<file path="src/rtl/tennis_pkg.sv">
// Shared definitions for the tennis ball-flight engine: FSM state codes,
// court side identifiers and the width of the step tick/period counters.
package tennis_pkg;

    localparam int TICK_W = 8;
    typedef logic [TICK_W-1:0] tick_t;

    localparam logic [1:0] ST_IDLE   = 2'd0;
    localparam logic [1:0] ST_SERVE  = 2'd1;
    localparam logic [1:0] ST_FLIGHT = 2'd2;
    localparam logic [1:0] ST_DEAD   = 2'd3;

    localparam logic SIDE_A = 1'b0;
    localparam logic SIDE_B = 1'b1;

    // Decrement by one without going below the floor.
    function automatic tick_t sat_dec(input tick_t value, input tick_t floor_v);
        return (value > floor_v) ? (value - tick_t'(1)) : floor_v;
    endfunction

endpackage

</file>
<file path="src/rtl/step_timer.sv">
// Step timer for ball_court: counts clock cycles per ball step and raises a
// step strobe on the last tick of each period.
// Optional feature macro: BALL_SPEEDUP_EN adds a period register that
// reloads at each serve and shrinks by one on every valid return.
module step_timer
    import tennis_pkg::*;
#(
    parameter int TICK_DIV   = 4,
    parameter int MIN_PERIOD = 1
) (
    input  logic clk_i,
    input  logic rst_ni,
    input  logic run_i,
    input  logic clear_i,
`ifdef BALL_SPEEDUP_EN
    input  logic load_i,
    input  logic dec_i,
`endif
    output logic step_o
);

    tick_t tick_q, tick_d;
    tick_t period;

`ifdef BALL_SPEEDUP_EN
    tick_t period_q, period_d;

    // Period reloads on serve and speeds up (saturating) on each return.
    always_comb begin
        period_d = period_q;
        if (load_i) begin
            period_d = tick_t'(TICK_DIV);
        end else if (dec_i) begin
            period_d = sat_dec(period_q, tick_t'(MIN_PERIOD));
        end
    end

    // Period register.
    always_ff @(posedge clk_i or negedge rst_ni) begin
        if (!rst_ni) begin
            period_q <= tick_t'(TICK_DIV);
        end else begin
            period_q <= period_d;
        end
    end

    assign period = period_q;
`else
    // The floor applies to any period, so a fixed one honours it as well.
    localparam tick_t FIXED_PERIOD = (TICK_DIV > MIN_PERIOD) ? tick_t'(TICK_DIV)
                                                             : tick_t'(MIN_PERIOD);
    assign period = FIXED_PERIOD;
`endif

    // >= rather than == keeps the counter safe if the period ever shrinks.
    assign step_o = run_i & ~clear_i & (tick_q >= (period - tick_t'(1)));

    // Tick counts 0..period-1 while running; cleared when idle or on a return.
    always_comb begin
        tick_d = tick_q;
        if (!run_i || clear_i) begin
            tick_d = '0;
        end else if (tick_q >= (period - tick_t'(1))) begin
            tick_d = '0;
        end else begin
            tick_d = tick_q + tick_t'(1);
        end
    end

    // Tick register.
    always_ff @(posedge clk_i or negedge rst_ni) begin
        if (!rst_ni) begin
            tick_q <= '0;
        end else begin
            tick_q <= tick_d;
        end
    end

endmodule

</file>
<file path="src/rtl/ball_court.sv">
// Ball-flight engine: moves the ball between side A (pos 0) and side B
// (pos COURT_LEN-1), drives the players' hittable flags, takes their return
// pulses, flags misses and re-serves while the game runs.
// Optional feature macro: BALL_SPEEDUP_EN (ball speeds up on every return).
module ball_court
    import tennis_pkg::*;
#(
    parameter  int COURT_LEN  = 8,
    parameter  int HIT_ZONE   = 2,
    parameter  int TICK_DIV   = 4,
    parameter  int MIN_PERIOD = 1,
    localparam int PW         = $clog2(COURT_LEN)
) (
    input  logic          clk_i,
    input  logic          rst_ni,
    input  logic          start_game_i,
    input  logic          match_a_i,
    input  logic          match_b_i,
    input  logic          return_a_i,
    input  logic          return_b_i,
    output logic          hittable_a_o,
    output logic          hittable_b_o,
    output logic          miss_a_o,
    output logic          miss_b_o,
    output logic [PW-1:0] ball_pos_o,
    output logic          ball_dir_o,
    output logic          in_play_o
);

    localparam logic [PW-1:0] POS_LAST   = PW'(COURT_LEN - 1);
    localparam logic [PW-1:0] POS_B_ZONE = PW'(COURT_LEN - HIT_ZONE);
    localparam logic [PW-1:0] POS_A_ZONE = PW'(HIT_ZONE);

    logic [1:0]    state_q, state_d;
    logic [PW-1:0] pos_q, pos_d;
    logic          dir_q, dir_d;
    logic          server_q, server_d;
    logic          miss_a_q, miss_a_d;
    logic          miss_b_q, miss_b_d;

    logic stop_req, in_play, ret_valid, off_end, step, timer_run, enter_serve;

    assign stop_req  = ~start_game_i | match_a_i | match_b_i;
    assign in_play   = (state_q == ST_SERVE) || (state_q == ST_FLIGHT);
    assign hittable_a_o = in_play & ~dir_q & (pos_q < POS_A_ZONE);
    assign hittable_b_o = in_play &  dir_q & (pos_q >= POS_B_ZONE);
    // Hittables are exclusive by direction, so at most one return can act.
    assign ret_valid = (state_q == ST_FLIGHT) &
                       ((return_a_i & hittable_a_o) | (return_b_i & hittable_b_o));
    assign off_end   = dir_q ? (pos_q == POS_LAST) : (pos_q == '0);
    assign timer_run = (state_q == ST_FLIGHT) || (state_q == ST_DEAD);

    step_timer #(
        .TICK_DIV   (TICK_DIV),
        .MIN_PERIOD (MIN_PERIOD)
    ) u_step_timer (
        .clk_i   (clk_i),
        .rst_ni  (rst_ni),
        .run_i   (timer_run),
        .clear_i (ret_valid),
`ifdef BALL_SPEEDUP_EN
        .load_i  (enter_serve),
        .dec_i   (ret_valid),
`endif
        .step_o  (step)
    );

    // Game FSM and ball position/direction next-state.
    always_comb begin
        state_d  = state_q;
        pos_d    = pos_q;
        dir_d    = dir_q;
        server_d = server_q;
        miss_a_d = 1'b0;
        miss_b_d = 1'b0;
        case (state_q)
            ST_IDLE: begin
                // A fresh game always starts with A serving.
                server_d = SIDE_A;
                state_d  = ST_SERVE;
            end
            ST_SERVE: begin
                state_d = ST_FLIGHT;
            end
            ST_FLIGHT: begin
                // A return beats a simultaneous off-end step.
                if (ret_valid) begin
                    dir_d = ~dir_q;
                end else if (step) begin
                    if (off_end) begin
                        state_d = ST_DEAD;
                        if (dir_q) begin
                            miss_b_d = 1'b1;
                            server_d = SIDE_B;
                        end else begin
                            miss_a_d = 1'b1;
                            server_d = SIDE_A;
                        end
                    end else begin
                        pos_d = dir_q ? (pos_q + PW'(1)) : (pos_q - PW'(1));
                    end
                end
            end
            ST_DEAD: begin
                if (step) begin
                    state_d = ST_SERVE;
                end
            end
            default: begin
                state_d = ST_IDLE;
            end
        endcase
        // Stopping the game overrides everything; the ball freezes in place.
        if (stop_req) begin
            state_d  = ST_IDLE;
            pos_d    = pos_q;
            dir_d    = dir_q;
            miss_a_d = 1'b0;
            miss_b_d = 1'b0;
        end
        // Ball is placed on entry to SERVE so the serve cycle already shows it.
        enter_serve = (state_d == ST_SERVE);
        if (enter_serve) begin
            pos_d = (server_d == SIDE_B) ? POS_LAST : '0;
            dir_d = (server_d == SIDE_A);
        end
    end

    // State, ball and miss-pulse registers.
    always_ff @(posedge clk_i or negedge rst_ni) begin
        if (!rst_ni) begin
            state_q  <= ST_IDLE;
            pos_q    <= '0;
            dir_q    <= 1'b1;
            server_q <= SIDE_A;
            miss_a_q <= 1'b0;
            miss_b_q <= 1'b0;
        end else begin
            state_q  <= state_d;
            pos_q    <= pos_d;
            dir_q    <= dir_d;
            server_q <= server_d;
            miss_a_q <= miss_a_d;
            miss_b_q <= miss_b_d;
        end
    end

    assign miss_a_o   = miss_a_q;
    assign miss_b_o   = miss_b_q;
    assign ball_pos_o = pos_q;
    assign ball_dir_o = dir_q;
    assign in_play_o  = in_play;

endmodule

</file>
<file path="config.mk">
export PLATFORM = sky130hd
export DESIGN_NAME = ball_court
export DESIGN_NICKNAME = d
export VERILOG_FILES = /design/src/rtl/tennis_pkg.sv /design/src/rtl/step_timer.sv /design/src/rtl/ball_court.sv
export SDC_FILE = /design/constraint.sdc
export NUM_CORES = 1
export LEC_CHECK = 0
export BUFFER_PORTS_ARGS = -buffer_cell sky130_fd_sc_hd__buf_4
export CORE_MARGIN = 2
export CORE_UTILIZATION = 35
export CTS_BUF_LIST = sky130_fd_sc_hd__clkbuf_4 sky130_fd_sc_hd__clkbuf_8
export CTS_CLUSTER_DIAMETER = 100
export DETAILED_ROUTE_END_ITERATION = 10
export GPL_TIMING_DRIVEN = 0
export SYNTH_ARGS = -nofsm -noshare
export SYNTH_HDL_FRONTEND = slang
export SYNTH_SLANG_ARGS = --single-unit
</file>
<file path="constraint.sdc">
create_clock -name clk_i -period 2.05 [get_ports clk_i]
set_input_delay 0.1025 -clock clk_i [delete_from_list [all_inputs] [get_ports clk_i]]
set_output_delay 0.1025 -clock clk_i [all_outputs]
set_load 0.005 [all_outputs]
</file>
Word level (Yosys, flattened, before mapping)

Cells that the tools add are included.

Flip-flop bits (word level): 17
Logic and storage cells: 85
Output and inout bits: 9
Input bits: 7

Muxes and demuxes: 37
Bitwise gates (word level): 16
Magnitude comparators: 3
Reduce and logical (&&, ||, !) cells: 11
Equality and inequality tests: 8
Add/subtract/negate cells: 3

Operators with widths:

| kind                                                                                 | count |
|---|---|
| 3-bit 2-to-1 mux                                                                     | 8 |
| 1-bit 2-to-1 mux                                                                     | 20 |
| 8-bit 2-to-1 mux                                                                     | 2 |
| 2-bit 2-to-1 mux                                                                     | 5 |
| 1-bit bitwise AND                                                                    | 9 |
| 8-bit by 1-bit adder with 8-bit output (second input constant)                       | 1 |
| 8-bit by 2-bit greater-or-equal comparator with 1-bit output (second input constant) | 1 |
| 2-bit one-hot mux with 4 select lines                                                | 1 |
| 2-bit nonzero test                                                                   | 3 |
| 5-bit AND reduction                                                                  | 1 |
| 2-bit by 1-bit equality test with 1-bit output (second input constant)               | 2 |
| 2-bit equality test (second input constant)                                          | 2 |
| 2-bit by 1-bit != test with 1-bit output (second input constant)                     | 2 |
| 1-bit inverter                                                                       | 4 |
| 3-bit by 1-bit adder with 3-bit output (second input constant)                       | 1 |
| 3-bit equality test (second input constant)                                          | 1 |
| 3-bit greater-or-equal comparator (second input constant)                            | 1 |
| 3-bit logical NOT                                                                    | 1 |
| 1-bit logical OR                                                                     | 3 |
| 3-bit by 2-bit less-than comparator with 1-bit output (second input constant)        | 1 |
| 1-bit OR                                                                             | 3 |
| 3-bit AND reduction                                                                  | 1 |
| 3-bit by 1-bit subtractor with 3-bit output (second input constant)                  | 1 |
| 2-bit logical NOT                                                                    | 1 |
| 3 further kinds                                                                      | 3 |

Logic depth before layout (Yosys ltp)

Gate-level depths: netlist (run 1).

Depth after elaboration: 17
Mapped depth: 8
Depth with buffers taken out: 8

By module

A second synthesis (run 1) with hierarchy kept.

Cells, all modules: 86
Area total of the unflattened synthesis: 934.6 sq um

By module, submodules not included:

| module     | sequential area each (sq um) | cells an instance | instances | area each (sq um) |
|---|---|---|---|---|
| ball_court | 226.5                        | 69                | 1         | 668.1 |
| step_timer | 200.2                        | 17                | 1         | 266.5 |

Worst setup path after synthesis (run 1)

No wires, ideal clock.

Path kind: register to register
From: reg state_q[1]
To: reg pos_q[0] (netlist: ball_pos_o[0])
Period minus slack after synthesis: 2.032 ns
Library setup time: 0.121 ns
Slack: 0.018 ns
Data required time: 1.929 ns
Arrival: 1.911 ns
Cell stages (with the launch flop): 9
Buffers on the path: 0
Cells stage by stage: dfrtp_1 -> inv_1 -> ha_1 -> and2_1 -> a32oi_2 -> nand4_1 -> a21o_2 -> a22o_1 -> a22o_1

Cells in the longest elaborated chain, start to end: 17
Elaborated cells between the ends (all ways): 35
Those cells by class: 7 x eq/ne; 11 x mux; 11 x bitwise; 6 x reduce/logical

RTL lines:

| what                                                                                         | line                               | source |
|---|---|---|
| start, declared                                                                              | ball_court.sv:34                   | `logic [1:0] state_q, state_d;` |
| start signal, assigned                                                                       | ball_court.sv:139                  | `state_q <= state_d;` |
| 2-bit by 1-bit equality test with 1-bit output / 2-bit equality test (equally long branches) | ball_court.sv:44                   | `assign in_play = (state_q == ST_SERVE) \|\| (state_q == ST_FLIGHT);` |
| 1-bit logical OR (*)                                                                         | ball_court.sv:44                   |  |
| via in_play_o                                                                                | ball_court.sv:27                   | `output logic in_play_o` |
| 1-bit bitwise AND (on tied branches) (2 in a row)                                            | ball_court.sv:45, ball_court.sv:46 |  |
| 1-bit bitwise AND                                                                            | ball_court.sv:49                   | `((return_a_i & hittable_a_o) \| (return_b_i & hittable_b_o));` |
| 1-bit OR (*)                                                                                 | ball_court.sv:49                   |  |
| 1-bit bitwise AND (*)                                                                        | ball_court.sv:48                   | `assign ret_valid = (state_q == ST_FLIGHT) &` |
| 1-bit inverter                                                                               | step_timer.sv:56                   | `assign step_o = run_i & ~clear_i & (tick_q >= (period - tick_t'(1)));` |
| 1-bit bitwise AND (2 in a row)                                                               | step_timer.sv:56                   |  |
| 2-bit 2-to-1 mux                                                                             | ball_court.sv:89                   | `end else if (step) begin` |
| 2-bit 2-to-1 mux                                                                             | ball_court.sv:87                   | `if (ret_valid) begin` |
| 2-bit one-hot mux with 4 select lines                                                        | ball_court.sv:76                   | `case (state_q)` |
| 2-bit 2-to-1 mux                                                                             | ball_court.sv:114                  | `if (stop_req) begin` |
| 2-bit by 1-bit equality test with 1-bit output                                               | ball_court.sv:122                  | `enter_serve = (state_d == ST_SERVE);` |
| 2-bit != test (no source line) (tied with other cells)                                       | -                                  |  |
| 5-bit AND reduction (no source line)                                                         | -                                  |  |
| end signal, assigned                                                                         | ball_court.sv:140                  | `pos_q <= pos_d;` |
| end, declared                                                                                | ball_court.sv:35                   | `logic [PW-1:0] pos_q, pos_d;` |

The timed path passes the listed nets; every way through them passes the cells marked *.
A chain may end at the register's enable or synchronous reset.

Worst setup path after layout (run 1)

From: reg u_step_timer.tick_q[0]
To: reg pos_q[1] (netlist: ball_pos_o[1])

Cells in the longest elaborated chain, start to end: 9
Elaborated cells between the ends (all ways): 19
Those cells by class: 1 x order compare; 4 x eq/ne; 10 x mux; 1 x bitwise; 3 x reduce/logical

RTL lines:

| what                                                             | line              | source |
|---|---|---|
| start, declared                                                  | step_timer.sv:22  | `tick_t tick_q, tick_d;` |
| start signal, assigned                                           | step_timer.sv:75  | `tick_q <= tick_d;` |
| 8-bit by 2-bit greater-or-equal comparator with 1-bit output (*) | step_timer.sv:56  |  |
| 1-bit bitwise AND (*)                                            | step_timer.sv:56  |  |
| 2-bit 2-to-1 mux                                                 | ball_court.sv:89  |  |
| 2-bit 2-to-1 mux                                                 | ball_court.sv:87  |  |
| 2-bit one-hot mux with 4 select lines (*)                        | ball_court.sv:76  |  |
| 2-bit 2-to-1 mux (*)                                             | ball_court.sv:114 |  |
| via state_d[1]                                                   | ball_court.sv:34  |  |
| 2-bit by 1-bit equality test with 1-bit output (*)               | ball_court.sv:122 |  |
| 2-bit != test (no source line) (tied with other cells)           | -                 |  |
| 5-bit AND reduction (no source line)                             | -                 |  |

Marks and branches as above.

==> metrics.cfg, run 1 <==
[sta]
drv_slew = 0
period_share = 1.01
period_minus_slack_ns = 2.06
hold_viol = 0
timing.fmax_mhz = 485
slew-limit-headroom = 0.642
worst_slew_pin_slew_ns = 0.532
hold_slack_ns = 0.114
fin_setup_tns_ns = -0.0114
fin_ws_ns = -0.0114
grt_setup_unrepaired = true
clock_skew_ns = 0.00964
setup_viol = 1

[grt]
grt_overflow = 0
grt_pass1_vias = 758
grt_use_total = 0.148
antenna_found_initial = 0
grt_pass1_wl_mm = 3.64
grt_max_degree = 18

[yosys]
yosysSeqAreaShare = 0.447
synthTopCellsByCount = 16 x dfrtp_1, 9 x nor2_1, 7 x inv_1
ys_types = 34
synthCells = 85
synth_top_cell_by_area = dfrtp_1
synthArstFlopShare = 1.00
ys_seq_elements = 17
ys_top_cells_by_area = dfrtp_1 42%, ha_1 5.2%, nor2_1 3.5%
netlist_area_um2 = 955
synth_edf_count = 0
synth.most_common_cell = dfrtp_1
avgSynthCellArea_um2 = 11.2
synth_warnings = 0
synth_top_area_share = 0.419
synthFlopType = dfrtp_1

[run_status]
status = finished with violations
violations = setup timing

[clocking]
clock-sinks = 17
htreeDepth = 1
clk_pin_slew_ns = 0.11
cts_buffers = 3
cts_buffer_depth = 2
clockRootBuffer = clkbuf_4
clk_latency_ns = 0.30
cts_tree = yes

[floorplan]
core_area_mm2 = 0.00252
die_h_um = 56.2
io_pins = 16
die_w_um = 56.2
dieArea_mm2 = 0.00316
initial_utilization = 0.378
num_rows = 18

[hold_path]
hp-class = input pin to flip-flop
min_path_cells = 3
worstHoldStart = return_b_i
whs_endpoint = ball_dir_o$_DFFE_PN1P_

[setup_path]
crit_arrival_ns = 2.27
start_kind = flip-flop
worst_r2r_path_depth = 7
crit_type = flip-flop to flip-flop
end_kind = flip-flop
worstReg2RegEnd = ball_pos_o[1]$_DFFE_PN0P_
crit-reg2reg-launch = u_step_timer.tick_q[0]$_DFF_PN0_
worstPathRequired_ns = 2.25
crit_path_max_fanout = 5
rrSetupSlack_ns = -0.01

[layout]
antennaDiodeCount = 0
fin_nets = 139
drive_gt1_frac = 0.508
final_cells = 156
fin_util = 0.541
area_delta_synth_final_pct = 42.9

[drt]
vias_per_cell = 5.12
first_pass_iters = 4
vias = 799
drt_wl_total_mm = 2.32
ant_nets = 0
drc_errors = 0
wl_per_cell_um = 14.9
drtIter0Drc = 26

[power]
powerDensity_mw_per_mm2 = 459
ir_drop_mv = 0.396
leakagePower_uw = 0.000595
power_uw = 626

[placement]
dpl.hpwl_mm = 1.55
place_congestion = 0.787
place_inst = 135
portBuffers = 15

[job]
drv_cap = 0

[worst max-delay path, stage by stage, from the launching register on]
cell and delay, ns:
dfrtp_1 0.41, ha_2 0.19, nor4_4 0.25, nand2_2 0.15, a311oi_4 0.45, mux2_2 0.23, nor2_1 0.04, o31ai_1 0.24
[where the power goes]
| group | internal [uW] | leakage [uW] | switching, uW |
|---|---|---|---|
| sequential | 346 | 0.000214 | 10.5 |
| combinational | 42.6 | 0.000367 | 36.2 |
| clock | 74.3 | 0.0000139 | 117 |
| total | 463 | 0.000595 | 163 |
[how the worst max path moves through the flow]
stage / start / end / slack, ns / cells after the start
after floorplan: state_q[1]$_DFF_PN0_ / ball_pos_o[0]$_DFFE_PN0P_ / 0.02 / 8
after global placement: state_q[1]$_DFF_PN0_ / ball_pos_o[2]$_DFFE_PN0P_ / -0.19 / 7
after detailed placement: state_q[1]$_DFF_PN0_ / ball_pos_o[0]$_DFFE_PN0P_ / -0.19 / 7
after CTS: state_q[1]$_DFF_PN0_ / ball_pos_o[0]$_DFFE_PN0P_ / 0.002 / 9
after global routing: u_step_timer.tick_q[0]$_DFF_PN0_ / ball_pos_o[1]$_DFFE_PN0P_ / -0.07 / 7
final: u_step_timer.tick_q[0]$_DFF_PN0_ / ball_pos_o[1]$_DFFE_PN0P_ / -0.01 / 7
[cell type report]
cell class | count | area (um^2)
clock buffers | 3 | 22.5
clock inverters | 1 | 7.51
fillers | 222 | 1160
inverters | 7 | 26.3
multi-input cells | 66 | 584
flip-flops and latches | 17 | 430
well taps | 30 | 37.5
repair buffers | 32 | 255
[through the flow]
step	setup WS, ns	instance area [um^2]
4_1_cts	0.00206	1220
6_report	-0.0114	1360
2_1_floorplan	0.0181	973
3_5_place_dp	-0.190	1120
5_1_grt	-0.0742	1360
3_3_place_gp	-0.193	1120
[routing by layer]
layer | up-vias | global-route usage | share of wire
li1 | 388 | - | -
met1 | 401 | 0.194 | 0.45
met2 | 10 | 0.245 | 0.52
met3 | 0 | 0.0442 | 0.026
met4 | 0 | 0.0204 | 0
met5 | - | 0 | 0
[cells by family (layout without fill, tap and decap cells)]
logic type      after synthesis  after routing  synth area share
buf+inv                       7             43            0.0275
fa+ha+maj                     5              5            0.0734
compound gates               18             18             0.189
other cells                   1              6           0.00393
xor+xnor                      2              2            0.0184
mux                           5              5            0.0564
simple gates                 30             30             0.185
flops                        17             17             0.447
[placed cells by master (no fill, tap or decap), types with 2 or more instances in the layout]
master / Yosys / final
nand4_1: 4 / 4
nand2_1: 4 / 3
a21o_2: 2 / 2
o31ai_1: 2 / 2
conb_1: 1 / 6
a2111oi_0: 2 / 2
mux2_2: 3 / 3
nand2_2: 1 / 2
nor2_1: 9 / 6
dfrtp_2: 0 / 3
xnor2_1: 2 / 2
buf_4: 0 / 30
mux2i_1: 2 / 2
ha_4: 0 / 2
inv_2: 0 / 2
inv_1: 7 / 5
nor2_2: 0 / 3
a21oi_1: 3 / 3
nor3_1: 2 / 2
dfrtp_1: 16 / 13
clkbuf_4: 0 / 3
and2_1: 3 / 2
a22o_1: 2 / 2
[what timing repair did]
item                                    in CTS  in global routing
hold endpoints to repair                    17                  0
pin swaps                                    2                 14
hold buffers                                 1                  0
setup buffers                                4                 12
gates resized for setup                      6                 11
endpoints found under the setup margin       4                  4
[flip-flops by register name, indices dropped and copies added, names as in the netlist]
| register | count |
|---|---|
| server_q | 1 |
| state_q | 2 |
| miss_a_o | 1 |
| ball_pos_o | 3 |
| u_step_timer.tick_q | 8 |
| miss_b_o | 1 |
| ball_dir_o | 1 |
No activity file was read; power rests on OpenSTA's default activity.
==> run 2: changes to the inputs <==
==> constraint.sdc (replaced) <==
create_clock -name clk_i -period 2.65 [get_ports clk_i]
set_input_delay 0.1325 -clock clk_i [delete_from_list [all_inputs] [get_ports clk_i]]
set_output_delay 0.1325 -clock clk_i [all_outputs]
set_load 0.02 [all_outputs]
==> run 2 against run 1 <==
The flow now finishes without violations. First-iteration DRC count is 38% lower. Critical path depth stayed put. Clock-buffer cell count stayed put. Combinational power is 33% lower. Die area stayed put. Register-to-register slack better by 0.39 ns. Clock skew is 0.0037 ns higher. Critical path type unchanged. Critical endpoint is now ball_pos_o[0]$_DFFE_PN0P_.
==> metrics.cfg, run 2 (synthesis gave the netlist of run 1 again) <==
[run_status]
status = finished, final reports clean

[sta]
timing.fmax_mhz = 440  ; -9.2%
period_share = 0.857  ; -0.149
clock_skew_ns = 0.0133  ; +0.00367 ns
hold_viol = 0  ; unchanged
setup_viol = 0  ; -1
drv_slew = 0  ; unchanged
grt_setup_unrepaired = false
period_minus_slack_ns = 2.27  ; +0.209 ns
fin_setup_tns_ns = 0  ; +0.0114 ns

[setup_path]
crit_path_max_fanout = 7  ; +2
crit_arrival_ns = 2.47  ; +0.20 ns
end_kind = flip-flop
crit_type = flip-flop to flip-flop
worstPathRequired_ns = 2.85  ; +0.60 ns
start_kind = flip-flop

[floorplan]
core_area_mm2 = 0.00252  ; unchanged
initial_utilization = 0.378  ; unchanged
die_w_um = 56.2  ; unchanged
num_rows = 18  ; unchanged
dieArea_mm2 = 0.00316  ; unchanged
io_pins = 16  ; unchanged
die_h_um = 56.2  ; unchanged

[hold_path]
hp-class = input pin to flip-flop

[power]
p_sw_frac = 0.261  ; about the same
p_int_uw = 350  ; -24%
leakagePower_uw = 0.000525  ; -12%
powerDensity_mw_per_mm2 = 407  ; -11%
power_frac_clock = 0.307  ; +0.002
ir_drop_mv = 0.298  ; -25%
pwr-share-comb = 0.112  ; -0.014
pwr-share-seq = 0.582  ; +0.012
netSwitchingPower_uw = 124  ; -24%

[drt]
first_pass_iters = 4  ; unchanged
vias = 728  ; -8.9%
drtIter0Drc = 16  ; -38%
drt_wl_total_mm = 2.02  ; -13%
drc_errors = 0  ; unchanged
ant_nets = 0  ; unchanged
vias_per_cell = 5.20  ; +1.5%
wl_per_cell_um = 14.4  ; -3.0%

[clocking]
cts_buffers = 3  ; unchanged
clk_latency_ns = 0.30  ; about the same
clock-sinks = 17  ; unchanged
cts_hold_buf = 1  ; unchanged
cts_buffer_depth = 2  ; unchanged
clockRootBuffer = clkbuf_4
post_cts_resized = 0  ; -6
htreeDepth = 1  ; unchanged
cts_tree = yes
cts_setup_buffers = 0  ; -4
clk_pin_slew_ns = 0.11  ; about the same

[placement]
dpl.hpwl_mm = 1.55  ; unchanged
place_inst = 135  ; unchanged
place_congestion = 0.787  ; unchanged
portBuffers = 15  ; unchanged

[grt]
grt_use_total = 0.145  ; -0.00243
antenna_found_initial = 0  ; unchanged
grt_max_degree = 18  ; unchanged
grt_overflow = 0  ; unchanged
grt_pass1_wl_mm = 3.59  ; -1.5%
grt_pass1_vias = 737  ; -2.8%

[layout]
most-common-layout-cells = 16 x dfrtp_1, 15 x buf_4, 9 x nor2_1
fill_cells = 247  ; +11%
largest_register = u_step_timer.tick_q
final_cells = 140  ; -10%
drive_gt1_frac = 0.309  ; -0.199
area_delta_synth_final_pct = 21.9
final_common_cell = dfrtp_1
regArea_um2 = 427  ; -0.87%
fin_util = 0.461  ; -0.0794
largest_reg_flops = 8  ; unchanged
antennaDiodeCount = 0  ; unchanged
fin_nets = 123  ; -12%
multiInputGateArea_um2 = 520  ; -11%

[job]
drv_cap = 0  ; unchanged

-- run 2: cell types whose count changed in the layout (fill, tap and decap cells not counted), moves of 3 or more --
cell / before / now
buf_4: 30 / 15
dfrtp_1: 13 / 16
dfrtp_2: 3 / 0
ha_1: 1 / 4
nor2_1: 6 / 9
nor2_2: 3 / 0
-- run 2: routing by layer --
| layer | global-route usage | part of all wire | wire (um) | up-vias |
|---|---|---|---|---|
| li1 | - | - | - | 353 |
| met1 | 0.190 | 0.47 | 953 | 363 |
| met2 | 0.242 | 0.50 | 1010 | 12 |
| met3 | 0.0442 | 0.031 | 63 | 0 |
| met4 | 0.0204 | 0 | 0 | 0 |
| met5 | 0 | 0 | 0 | - |
-- run 2: final timing paths --
check                           depth (start not counted)                             start                          endpoint  slack [ns]
worst max-delay path                                    7              state_q[1]$_DFF_PN0_         ball_pos_o[0]$_DFFE_PN0P_        0.38
worst min-delay path                                    3                        return_b_i            ball_dir_o$_DFFE_PN1P_        0.13
worst max register to register                          7              state_q[1]$_DFF_PN0_         ball_pos_o[0]$_DFFE_PN0P_        0.38
worst min register to register                          1  u_step_timer.tick_q[0]$_DFF_PN0_  u_step_timer.tick_q[0]$_DFF_PN0_        0.47
max in group asynchronous                               2                            rst_ni            ball_dir_o$_DFFE_PN1P_        2.17
min in group asynchronous                               2                            rst_ni  u_step_timer.tick_q[2]$_DFF_PN0_        0.22
-- run 2: area by class of cell --
type                       count  area share
multi-input combinational     66       0.447
tap                           30      0.0323
clock buffer                   3      0.0194
inverter                       7      0.0226
clock inverter                 1     0.00645
sequential                    17       0.367
timing repair buffer          16       0.105
-- run 2: power by group through the flow --
stage	combinational (uW)	clock, uW	sequential, uW
4_1_cts	53.7	156	276
3_3_place_gp	50.9	0	280
5_1_grt	59.5	170	277
2_1_floorplan	27.2	0	282
6_report	52.9	145	276
3_5_place_dp	52.3	0	281
-- run 2: critical path, stage by stage (launching register included) --
cell	delay (ns)
dfrtp_1	0.48
ha_1	0.37
nor2_1	0.14
mux2_2	0.30
a311oi_4	0.39
inv_1	0.08
a22o_1	0.24
a22o_1	0.19
-- run 2: per-stage QoR --
step | setup WS, ns | hold WS (ns) | power (uW) | cell area [um^2]
after detailed placement | 0.410 | 0.0165 | 333 | 1120
after CTS | 0.390 | 0.117 | 486 | 1160
after global placement | 0.407 | 0.00908 | 331 | 1120
final | 0.379 | 0.132 | 474 | 1160
after floorplan | 0.520 | -0.163 | 309 | 973
after global routing | 0.181 | 0.102 | 506 | 1160
